[src/rtl/fp_reg_file_p_if.sv]
`default_nettype none
// ============================================================================
// Module      : fp_reg_file_p_if
// Description : Bundle of read, write, scoreboard and clear signals for the
//               FP register file.
//               master : issue/writeback side (drives addresses, write data,
//                        scoreboard sets, clear request)
//               slave  : the register file (drives read data, busy bits,
//                        clr_active, wr_drop)
// Revision    : 1.0 - initial release
// ============================================================================
interface fp_reg_file_p_if #(
    parameter int DATA_W = 32,
    parameter int ADDR_W = 5
);
    logic [ADDR_W-1:0] rd_addr1;
    logic [ADDR_W-1:0] rd_addr2;
    logic [DATA_W-1:0] rd_data1;
    logic [DATA_W-1:0] rd_data2;
    logic [DATA_W-1:0] rd_data1_hi;
    logic [DATA_W-1:0] rd_data2_hi;
    logic              rd_busy1;
    logic              rd_busy2;
    logic              rd_busy1_hi;
    logic              rd_busy2_hi;
    logic              wr_en;
    logic              wr_dbl;
    logic [ADDR_W-1:0] wr_addr;
    logic [DATA_W-1:0] wr_data_lo;
    logic [DATA_W-1:0] wr_data_hi;
    logic              bs_en;
    logic              bs_dbl;
    logic [ADDR_W-1:0] bs_addr;
    logic              clr_req;
    logic              clr_active;
    logic              wr_drop;

    modport master (
        output rd_addr1, rd_addr2, wr_en, wr_dbl, wr_addr, wr_data_lo,
               wr_data_hi, bs_en, bs_dbl, bs_addr, clr_req,
        input  rd_data1, rd_data2, rd_data1_hi, rd_data2_hi, rd_busy1,
               rd_busy2, rd_busy1_hi, rd_busy2_hi, clr_active, wr_drop
    );

    modport slave (
        input  rd_addr1, rd_addr2, wr_en, wr_dbl, wr_addr, wr_data_lo,
               wr_data_hi, bs_en, bs_dbl, bs_addr, clr_req,
        output rd_data1, rd_data2, rd_data1_hi, rd_data2_hi, rd_busy1,
               rd_busy2, rd_busy1_hi, rd_busy2_hi, clr_active, wr_drop
    );
endinterface
`default_nettype wire

[src/rtl/fp_reg_file_p.sv]
`default_nettype none
// ============================================================================
// Module      : fp_reg_file_p
// Description : FP register file with single/pair writes, two operand reads
//               (each with its pair-high word), same-cycle write bypass,
//               per-register pending-write scoreboard and a clear sweep.
// Ports       : clk   - clock, rising edge
//               rst_n - asynchronous active-low reset
//               bus   - fp_reg_file_p_if.slave (reads, writes, scoreboard
//                       sets, clear request/status, wr_drop pulse)
// Revision    : 1.0 - initial release
// ============================================================================
module fp_reg_file_p #(
    parameter int DATA_W    = 32,
    parameter int ADDR_W    = 5,
    parameter bit ZERO_PROT = 1'b1,
    parameter bit BYPASS    = 1'b1
) (
    input  wire logic         clk,
    input  wire logic         rst_n,
    fp_reg_file_p_if.slave    bus
);
    localparam int                NUM_REGS    = 1 << ADDR_W;
    localparam logic [ADDR_W-1:0] c_LAST_ADDR = {ADDR_W{1'b1}};
    localparam logic [ADDR_W-1:0] c_ZERO_ADDR = '0;
    localparam logic [ADDR_W-1:0] c_ONE       = ADDR_W'(1);

    localparam logic [0:0] c_ST_IDLE  = 1'b0;
    localparam logic [0:0] c_ST_SWEEP = 1'b1;

    logic [DATA_W-1:0]   r_regs [NUM_REGS];
    logic [NUM_REGS-1:0] r_busy;
    logic [0:0]          r_state;
    logic [ADDR_W-1:0]   r_ptr;
    logic                r_wr_drop;

    logic                w_sweep;
    logic [ADDR_W-1:0]   w_wr_addr_hi;
    logic [ADDR_W-1:0]   w_bs_addr_hi;
    logic                w_wr_pair_bad;
    logic                w_bs_pair_bad;
    logic                w_wr_ok;
    logic                w_bs_ok;
    logic                w_drop_req;
    logic [NUM_REGS-1:0] w_wr_lo_hit;
    logic [NUM_REGS-1:0] w_wr_hi_hit;
    logic [NUM_REGS-1:0] w_bs_hit;
    logic [ADDR_W-1:0]   w_rd_addr [4];
    logic [DATA_W-1:0]   w_rd_data [4];
    logic                w_rd_busy [4];

    assign w_sweep      = (r_state == c_ST_SWEEP);
    assign w_wr_addr_hi = bus.wr_addr + c_ONE;
    assign w_bs_addr_hi = bus.bs_addr + c_ONE;

    // A pair may neither wrap past the last register nor touch protected reg 0.
    assign w_wr_pair_bad = bus.wr_dbl &&
        ((bus.wr_addr == c_LAST_ADDR) || (ZERO_PROT && (bus.wr_addr == c_ZERO_ADDR)));
    assign w_bs_pair_bad = bus.bs_dbl &&
        ((bus.bs_addr == c_LAST_ADDR) || (ZERO_PROT && (bus.bs_addr == c_ZERO_ADDR)));

    // Single accesses to protected reg 0 are silently ignored (not a drop).
    assign w_wr_ok = bus.wr_en && !w_sweep && !w_wr_pair_bad &&
        !(ZERO_PROT && !bus.wr_dbl && (bus.wr_addr == c_ZERO_ADDR));
    assign w_bs_ok = bus.bs_en && !w_sweep && !w_bs_pair_bad &&
        !(ZERO_PROT && !bus.bs_dbl && (bus.bs_addr == c_ZERO_ADDR));

    assign w_drop_req = (bus.wr_en && (w_sweep || w_wr_pair_bad)) ||
                        (bus.bs_en && (w_sweep || w_bs_pair_bad));

    always_comb begin
        w_wr_lo_hit = '0;
        w_wr_hi_hit = '0;
        w_bs_hit    = '0;
        for (int i = 0; i < NUM_REGS; i++) begin
            w_wr_lo_hit[i] = w_wr_ok && (bus.wr_addr == ADDR_W'(i));
            w_wr_hi_hit[i] = w_wr_ok && bus.wr_dbl && (w_wr_addr_hi == ADDR_W'(i));
            w_bs_hit[i]    = w_bs_ok && ((bus.bs_addr == ADDR_W'(i)) ||
                                         (bus.bs_dbl && (w_bs_addr_hi == ADDR_W'(i))));
        end
    end

    always_ff @(posedge clk or negedge rst_n) begin
        if (!rst_n) begin
            for (int i = 0; i < NUM_REGS; i++) begin
                r_regs[i] <= '0;
            end
            r_busy    <= '0;
            r_state   <= c_ST_IDLE;
            r_ptr     <= '0;
            r_wr_drop <= 1'b0;
        end else begin
            r_wr_drop <= w_drop_req;

            case (r_state)
                c_ST_IDLE: begin
                    if (bus.clr_req) begin
                        r_state <= c_ST_SWEEP;
                        r_ptr   <= '0;
                    end
                end
                c_ST_SWEEP: begin
                    r_ptr <= r_ptr + c_ONE;
                    if (r_ptr == c_LAST_ADDR) begin
                        r_state <= c_ST_IDLE;
                    end
                end
                default: r_state <= c_ST_IDLE;
            endcase

            // Hit vectors are already gated off during the sweep, so the
            // sweep clear and normal updates never collide.
            for (int i = 0; i < NUM_REGS; i++) begin
                if (w_sweep && (r_ptr == ADDR_W'(i))) begin
                    r_regs[i] <= '0;
                    r_busy[i] <= 1'b0;
                end else begin
                    if (w_wr_lo_hit[i]) begin
                        r_regs[i] <= bus.wr_data_lo;
                    end else if (w_wr_hi_hit[i]) begin
                        r_regs[i] <= bus.wr_data_hi;
                    end
                    // Issue of a new producer outranks completion of the old one.
                    if (w_bs_hit[i]) begin
                        r_busy[i] <= 1'b1;
                    end else if (w_wr_lo_hit[i] || w_wr_hi_hit[i]) begin
                        r_busy[i] <= 1'b0;
                    end
                end
            end
        end
    end

    // Read ports: 0 = op1 lo, 1 = op1 hi, 2 = op2 lo, 3 = op2 hi.
    // The hi address wraps naturally in ADDR_W bits.
    always_comb begin
        w_rd_addr[0] = bus.rd_addr1;
        w_rd_addr[1] = bus.rd_addr1 + c_ONE;
        w_rd_addr[2] = bus.rd_addr2;
        w_rd_addr[3] = bus.rd_addr2 + c_ONE;
        for (int p = 0; p < 4; p++) begin
            w_rd_data[p] = r_regs[w_rd_addr[p]];
            w_rd_busy[p] = r_busy[w_rd_addr[p]];
            if (BYPASS) begin
                if (w_wr_hi_hit[w_rd_addr[p]]) begin
                    w_rd_data[p] = bus.wr_data_hi;
                end else if (w_wr_lo_hit[w_rd_addr[p]]) begin
                    w_rd_data[p] = bus.wr_data_lo;
                end
                // Post-edge busy: the write clears it unless a set also lands.
                if (w_wr_hi_hit[w_rd_addr[p]] || w_wr_lo_hit[w_rd_addr[p]]) begin
                    w_rd_busy[p] = w_bs_hit[w_rd_addr[p]];
                end
            end
        end
    end

    assign bus.rd_data1    = w_rd_data[0];
    assign bus.rd_data1_hi = w_rd_data[1];
    assign bus.rd_data2    = w_rd_data[2];
    assign bus.rd_data2_hi = w_rd_data[3];
    assign bus.rd_busy1    = w_rd_busy[0];
    assign bus.rd_busy1_hi = w_rd_busy[1];
    assign bus.rd_busy2    = w_rd_busy[2];
    assign bus.rd_busy2_hi = w_rd_busy[3];
    assign bus.clr_active  = w_sweep;
    assign bus.wr_drop     = r_wr_drop;
endmodule
`default_nettype wire

[src/flat_wrapper.sv]
// flat-port wrapper written by rule: the top's interface ports become plain ports
module fp_reg_file_p_flat 
#(
    parameter int DATA_W    = 32,
    parameter int ADDR_W    = 5,
    parameter bit ZERO_PROT = 1'b1,
    parameter bit BYPASS    = 1'b1
)
  (clk, rst_n, bus_rd_addr1, bus_rd_addr2, bus_wr_en, bus_wr_dbl, bus_wr_addr, bus_wr_data_lo, bus_wr_data_hi, bus_bs_en, bus_bs_dbl, bus_bs_addr, bus_clr_req, bus_rd_data1, bus_rd_data2, bus_rd_data1_hi, bus_rd_data2_hi, bus_rd_busy1, bus_rd_busy2, bus_rd_busy1_hi, bus_rd_busy2_hi, bus_clr_active, bus_wr_drop);
  fp_reg_file_p_if #(.DATA_W(DATA_W), .ADDR_W(ADDR_W)) bus_i ();
  input  wire logic clk;
  input  wire logic rst_n;
  input wire logic [$bits(bus_i.rd_addr1)-1:0] bus_rd_addr1;
  input wire logic [$bits(bus_i.rd_addr2)-1:0] bus_rd_addr2;
  input wire logic [$bits(bus_i.wr_en)-1:0] bus_wr_en;
  input wire logic [$bits(bus_i.wr_dbl)-1:0] bus_wr_dbl;
  input wire logic [$bits(bus_i.wr_addr)-1:0] bus_wr_addr;
  input wire logic [$bits(bus_i.wr_data_lo)-1:0] bus_wr_data_lo;
  input wire logic [$bits(bus_i.wr_data_hi)-1:0] bus_wr_data_hi;
  input wire logic [$bits(bus_i.bs_en)-1:0] bus_bs_en;
  input wire logic [$bits(bus_i.bs_dbl)-1:0] bus_bs_dbl;
  input wire logic [$bits(bus_i.bs_addr)-1:0] bus_bs_addr;
  input wire logic [$bits(bus_i.clr_req)-1:0] bus_clr_req;
  output wire logic [$bits(bus_i.rd_data1)-1:0] bus_rd_data1;
  output wire logic [$bits(bus_i.rd_data2)-1:0] bus_rd_data2;
  output wire logic [$bits(bus_i.rd_data1_hi)-1:0] bus_rd_data1_hi;
  output wire logic [$bits(bus_i.rd_data2_hi)-1:0] bus_rd_data2_hi;
  output wire logic [$bits(bus_i.rd_busy1)-1:0] bus_rd_busy1;
  output wire logic [$bits(bus_i.rd_busy2)-1:0] bus_rd_busy2;
  output wire logic [$bits(bus_i.rd_busy1_hi)-1:0] bus_rd_busy1_hi;
  output wire logic [$bits(bus_i.rd_busy2_hi)-1:0] bus_rd_busy2_hi;
  output wire logic [$bits(bus_i.clr_active)-1:0] bus_clr_active;
  output wire logic [$bits(bus_i.wr_drop)-1:0] bus_wr_drop;
  assign bus_i.rd_addr1 = bus_rd_addr1;
  assign bus_i.rd_addr2 = bus_rd_addr2;
  assign bus_i.wr_en = bus_wr_en;
  assign bus_i.wr_dbl = bus_wr_dbl;
  assign bus_i.wr_addr = bus_wr_addr;
  assign bus_i.wr_data_lo = bus_wr_data_lo;
  assign bus_i.wr_data_hi = bus_wr_data_hi;
  assign bus_i.bs_en = bus_bs_en;
  assign bus_i.bs_dbl = bus_bs_dbl;
  assign bus_i.bs_addr = bus_bs_addr;
  assign bus_i.clr_req = bus_clr_req;
  assign bus_rd_data1 = bus_i.rd_data1;
  assign bus_rd_data2 = bus_i.rd_data2;
  assign bus_rd_data1_hi = bus_i.rd_data1_hi;
  assign bus_rd_data2_hi = bus_i.rd_data2_hi;
  assign bus_rd_busy1 = bus_i.rd_busy1;
  assign bus_rd_busy2 = bus_i.rd_busy2;
  assign bus_rd_busy1_hi = bus_i.rd_busy1_hi;
  assign bus_rd_busy2_hi = bus_i.rd_busy2_hi;
  assign bus_clr_active = bus_i.clr_active;
  assign bus_wr_drop = bus_i.wr_drop;
  fp_reg_file_p #(.DATA_W(DATA_W), .ADDR_W(ADDR_W), .ZERO_PROT(ZERO_PROT), .BYPASS(BYPASS)) u_core (.clk(clk), .rst_n(rst_n), .bus(bus_i));
endmodule
[config.mk]
export PLATFORM = sky130hd
export DESIGN_NAME = fp_reg_file_p_flat
export DESIGN_NICKNAME = d
export VERILOG_FILES = /design/src/rtl/fp_reg_file_p_if.sv /design/src/rtl/fp_reg_file_p.sv /design/src/flat_wrapper.sv
export SDC_FILE = /design/constraint.sdc
export NUM_CORES = 2
export LEC_CHECK = 0
export CORE_MARGIN = 2
export CORE_UTILIZATION = 33
export DETAILED_ROUTE_END_ITERATION = 8
export SYNTH_ARGS = -nofsm -noshare
export SYNTH_HDL_FRONTEND = slang
export SYNTH_SLANG_ARGS = --single-unit
[constraint.sdc]
create_clock -name clk -period 8.4 [get_ports clk]
set_input_delay 2.52 -clock clk [delete_from_list [all_inputs] [get_ports clk]]
set_output_delay 2.52 -clock clk [all_outputs]
set_load 0.01 [all_outputs]
Word level (Yosys, flattened, before mapping)

Cells that the tools add are included.

Flip-flop bits (word level): 1,063
Output and inout port bits: 134

$add $sub $neg: 5
Order comparisons: 8
Equality and inequality tests: 156
Multiplexer cells: 253
Bitwise logic cells: 5
Reductions and logical operators: 322

Operators by type and width:

| cell                | number |
|---|---|
| $mux 32             | 112 |
| $bmux 32 s5         | 4 |
| $eq 5x5->1 const B  | 80 |
| $eq 5x4->1 const B  | 40 |
| $reduce_bool 3->1   | 64 |
| $logic_and 1x1->1   | 173 |
| $mux 1              | 118 |
| $eq 5x3->1 const B  | 20 |
| $bmux 1 s5          | 16 |
| $logic_or 1x1->1    | 73 |
| $eq 5x2->1 const B  | 10 |
| $add 5x1->5 const B | 5 |
| $eq 5x1->1 const B  | 5 |
| $logic_not 5->1     | 5 |
| $ge 6x6->1 const B  | 4 |
| $lt 5x6->1 const B  | 4 |
| $not 5->6           | 4 |
| $pmux 5 s2          | 1 |
| $logic_not 1->1     | 7 |
| $mux 5              | 1 |
| $ne 2x2->1 const B  | 1 |
| $pmux 1 s2          | 1 |
| $not 1->1           | 1 |

Depth between registers and ports, before layout

Depth in word-level cells: 12
Mapped depth: 14

Worst setup path before layout

Ideal clock, no wire load.

Path kind: input-to-output
Start point: input bus_bs_addr[0]
End point: output bus_rd_busy2
Arrival time: 5.401 ns
Required time: 5.880 ns
Path slack: 0.479 ns
Stages: 12
Buffers on the path: 2
Cells stage by stage: clkbuf_1 -> and3_1 -> and2_1 -> ha_1 -> clkbuf_1 -> nor3b_1 -> o2111ai_1 -> o31ai_1 -> a21oi_1 -> or4_1 -> o2111a_1 -> nor3_1

Longest elaborated chain between the ends: 10
Elaborated cells between the ends (all ways): 171
Classes of those cells: add/sub: 1; eq/ne: 62; mux: 3; reduce/logical: 105

RTL lines:

| what                                                | RTL line             | source |
|---|---|---|
| start, declared                                     | flat_wrapper.sv:22   | `input wire logic [$bits(bus_i.bs_addr)-1:0] bus_bs_addr;` |
| branches (longest 7 deep; another with $add 5x1->5) | n/a                  |  |
| $bmux 1 s5 *                                        | fp_reg_file_p.sv:152 | `w_rd_busy[p] = w_bs_hit[w_rd_addr[p]];` |
| $mux 1 (not written as such) *                      | fp_reg_file_p.sv:152 |  |
| $mux 1 *                                            | fp_reg_file_p.sv:151 | `if (w_wr_hi_hit[w_rd_addr[p]] \|\| w_wr_lo_hit[w_rd_addr[p]]) begin` |
| end, declared                                       | flat_wrapper.sv:29   | `output wire logic [$bits(bus_i.rd_busy2)-1:0] bus_rd_busy2;` |

Mark *: on every way between the ends. The select of a mux whose other input is x is not followed.

Worst setup path in the final report

Start point: input bus_rd_addr2[2]
End point: output bus_rd_data2_hi[9]

Longest elaborated chain between the ends: 7
Elaborated cells between the ends (all ways): 11
Classes of those cells: add/sub: 1; mux: 9; bitwise: 1

RTL lines:

| what                                       | RTL line             | source |
|---|---|---|
| start, declared                            | flat_wrapper.sv:14   | `input wire logic [$bits(bus_i.rd_addr2)-1:0] bus_rd_addr2;` |
| $add 5x1->5 *                              | fp_reg_file_p.sv:140 | `w_rd_addr[3] = bus.rd_addr2 + c_ONE;` |
| $not 5->6 (not written as such)            | fp_reg_file_p.sv:142 | `w_rd_data[p] = r_regs[w_rd_addr[p]];` |
| $bmux 32 s5                                | fp_reg_file_p.sv:142 |  |
| $mux 32 (not written as such) (2 in a row) | fp_reg_file_p.sv:142 |  |
| $mux 32                                    | fp_reg_file_p.sv:147 | `end else if (w_wr_lo_hit[w_rd_addr[p]]) begin` |
| $mux 32 *                                  | fp_reg_file_p.sv:145 | `if (w_wr_hi_hit[w_rd_addr[p]]) begin` |
| end, declared                              | flat_wrapper.sv:27   | `output wire logic [$bits(bus_i.rd_data2_hi)-1:0] bus_rd_data2_hi;` |

Mark *: on every way between the ends. The rest lies on a longest branch, timed or not. The select of a mux whose other input is x is not followed.

==> metrics <==
Lkg Pwr=44.4 nW; Total GRT Usage=34.1%; CP Class=input pin to primary output; Post-DP Area=103000 µm²; DRT iter0 DRCs=15900; r2r startpoint=u_core.bus.clr_active$_DFF_PN0_; Period Utilization, post-route=101%; GPL Wtd Cong=1.01; RSZ-0062 raised after global routing=yes; first-pass GRT wire length=685000 µm; number of global-route vias before repair=83500; crit path launch type=input pin; outcome=finished with violations; slowest cell delay on critical path=470 ps; Synth area leader=mux4_2; Final nets=8431; Starting Density=33.1%; Final Cell Area=109000 µm²; combinational power share=37.5%; Yosys Warn Count=0; failing checks=setup timing; Tmin final=8510 ps; post-synth cell types=99; top_reg_cell synth=dfrtp_1; Layout fillers=26500; reg-to-reg endpoint=u_core.r_regs[558]$_DFFE_PN0P_; final number of setup-violating endpoints=8; Worst Tran Pin Value=1440 ps; die area=284000 µm²; max cap viols=0; CP Depth=13; Routed Antenna Nets=0; post-synthesis register bit count=1063; IO Pins=225; crit path from=bus_rd_addr2[2]; cts hold-fix bufs=0; CTS buffer count=136; CTS tree=yes; CP Buf/Inv Count=6; WP data required=5880 ps; Via-to-Cell Ratio=7.20; H-tree Lvls=4; Seq pwr share=33.4%; worst-path maximum fanout=17; clock sink count=1063; synthesized area per cell=11.1 µm²; setup tns final=-408 ps; num rows=194; most frequent cells in the layout=1321 x mux4_2, 1074 x nor2_1, 1063 x dfrtp_1; cell count after synthesis=8288; die width=533 µm; Root Driver=clkbuf_16; die height=533 µm; gr ovfl total=0; share of layout cells above drive strength 1=32.1%; CP delay by family, top=buffers and inverters; post-DP HPWL=311000 µm; final WL=498000 µm; part of the power in the clock network=29.1%; min-delay worst type=flop to flop; Async S/R FF share, synth=100%; top cells by area in the synthesized netlist=mux4_2 32%, dfrtp_1 29%, mux2i_1 11%; CP Capture Point=bus_rd_data2_hi[9]; placed insts=11900; P&R area growth vs syn=18.7%; reg2reg path depth=9; Syn Nets=8391; Worst EP arrival=5990 ps; drt pass-1 iters=8; WL per Instance=40.8 µm; most common cell after layout, fill and taps aside=mux4_2; Final Skew=59.0 ps; register area share after synthesis=28.8%; worst skew pair latency=850 ps; PnR worst setup slack=-106 ps; Worst VDD drop=220 µV; largest net degree at the start of global routing=165; Top cell by count, worst path=buf_4; power per cell area=208 nW/µm²; NetSw=8.48 mW; Synth top area share=32.3%; Final Instance Count excl. Fillers=12200; Longest Clk Path Bufs=3; synthesized cell area=92200 µm²; fmax=0.118 GHz; number of port buffers=224; slowest CP cell=clkbuf_8; Pint=14.3 mW; DRC viols=0; Cell Chain, Critical Path=clkdlybuf4s50_1, buf_4, nand3_1, buf_4, xor2_4, buf_4, clkbuf_8, mux4_2, nand2_1, nand2_1, nor3_1, o31ai_1, dlygate4sd2_1; total number of vias=87800; r2r setup slk=4180 ps; Final Max Tran Viols=0; EDFF count, synth=0; slew margin rel.=3.34%; Final Hold Fails=0; Worst-path clk slew=60 ps; Core ar.=279000 µm²; sw frac=37.2%; crit end category=primary output; initial antenna violation count=40
-- synthesized netlist by cell type (26+ instances only) --
library cell,instances
a31oi_1,74
mux2_2,36
inv_1,30
o21ai_0,79
buf_2,223
dfrtp_1,1063
nand2_1,623
buf_1,179
o21ai_1,50
a22o_1,32
nor3_1,103
a21oi_1,124
o31ai_1,40
mux2_4,28
mux4_2,1321
clkbuf_1,698
buf_4,43
nor2_1,1102
mux2i_1,978
a211oi_1,918
o211ai_1,26
nand3_1,117
and3_1,38
-- routing by layer --
metal	track usage (%)	up-vias	wire length (µm)
met3	14.3	2447	74500
met2	48.0	8838	207000
met1	40.2	43900	164000
met5	0.152	-	338
li1	-	32500	-
met4	28.7	40	52100
-- worst min path at each step --
stage                                          startpoint                               to  slack, ps  cells after the start
final                     u_core.r_regs[1014]$_DFFE_PN0P_  u_core.r_regs[1014]$_DFFE_PN0P_        570                      2
after global routing       u_core.r_regs[997]$_DFFE_PN0P_   u_core.r_regs[997]$_DFFE_PN0P_        600                      2
after CTS                 u_core.r_regs[1014]$_DFFE_PN0P_  u_core.r_regs[1014]$_DFFE_PN0P_        570                      2
after detailed placement  u_core.r_regs[1017]$_DFFE_PN0P_  u_core.r_regs[1017]$_DFFE_PN0P_        570                      2
after global placement    u_core.r_regs[1001]$_DFFE_PN0P_  u_core.r_regs[1001]$_DFFE_PN0P_        550                      2
after floorplan           u_core.r_regs[1000]$_DFFE_PN0P_  u_core.r_regs[1000]$_DFFE_PN0P_        540                      2
-- state kept, by name, summed over array words and instances, names as in the netlist --
signal,flops
u_core.bus.clr_active,1
u_core.bus.wr_drop,1
u_core.r_busy,32
u_core.r_ptr,5
u_core.r_regs,1024
-- cell type report --
class | count | area [µm²] | area share (%)
multi-input combinational | 6033 | 61900 | 56.6
sequential | 1063 | 26600 | 24.3
timing repair buffer | 1059 | 11200 | 10.2
tap | 3724 | 4660 | 4.26
clock buffer | 193 | 4030 | 3.68
clock inverter | 56 | 872 | 0.797
inverter | 35 | 143 | 0.130
antenna | 30 | 75.1 | 0.0686
-- power groups by stage --
stage	Clock [mW]	Combinational, mW	Sequential [mW]
2_1_floorplan	0	5.05	7.07
3_3_place_gp	0	7.95	7.43
5_1_grt	6.81	8.71	7.72
6_report	6.63	8.53	7.62
4_1_cts	6.61	8.17	7.49
3_5_place_dp	0	8.06	7.57
-- tightest hold or removal path: cells and delay by family (launching register included) --
kind,cells,cell delay [ps]
AO/OA/AOI/OAI,1,60
flip-flops,1,400
AND/OR/NAND/NOR,1,70
-- cell families (layout without fill, tap and decap cells) --
group | count (synthesis) | after routing | synth area share [%]
multiplexers | 2364 | 2364 | 43.8
AND/OR/NAND/NOR | 2148 | 2148 | 9.90
AO/OA/AOI/OAI | 1480 | 1480 | 11.5
buffers and inverters | 1192 | 1343 | 5.44
flip-flops | 1063 | 1063 | 28.8
XOR/XNOR | 29 | 29 | 0.313
adder cells (fa/ha/maj) | 12 | 12 | 0.163
other | 0 | 30 | 0
-- per-stage QoR --
| step | util [%] | setup slack, ps | total power, mW | hold slack [ps] |
|---|---|---|---|---|
| after detailed placement | 37.0 | -655 | 15.6 | 566 |
| after global routing | 39.3 | -39.4 | 23.2 | 598 |
| after CTS | 39.0 | -39.8 | 22.3 | 574 |
| after global placement | 37.0 | -844 | 15.4 | 551 |
| after floorplan | - | 479 | 12.1 | 535 |
| final | 39.3 | -106 | 22.8 | 575 |
-- repair_timing --
action / in CTS / in global routing
buffers inserted: 23 / 28
pin swaps: 16 / 15
resized for setup: 108 / 109
endpoints found under the setup margin: 113 / 105
gates cloned: 6 / 4
No activity file was read; power rests on OpenSTA's default activity.
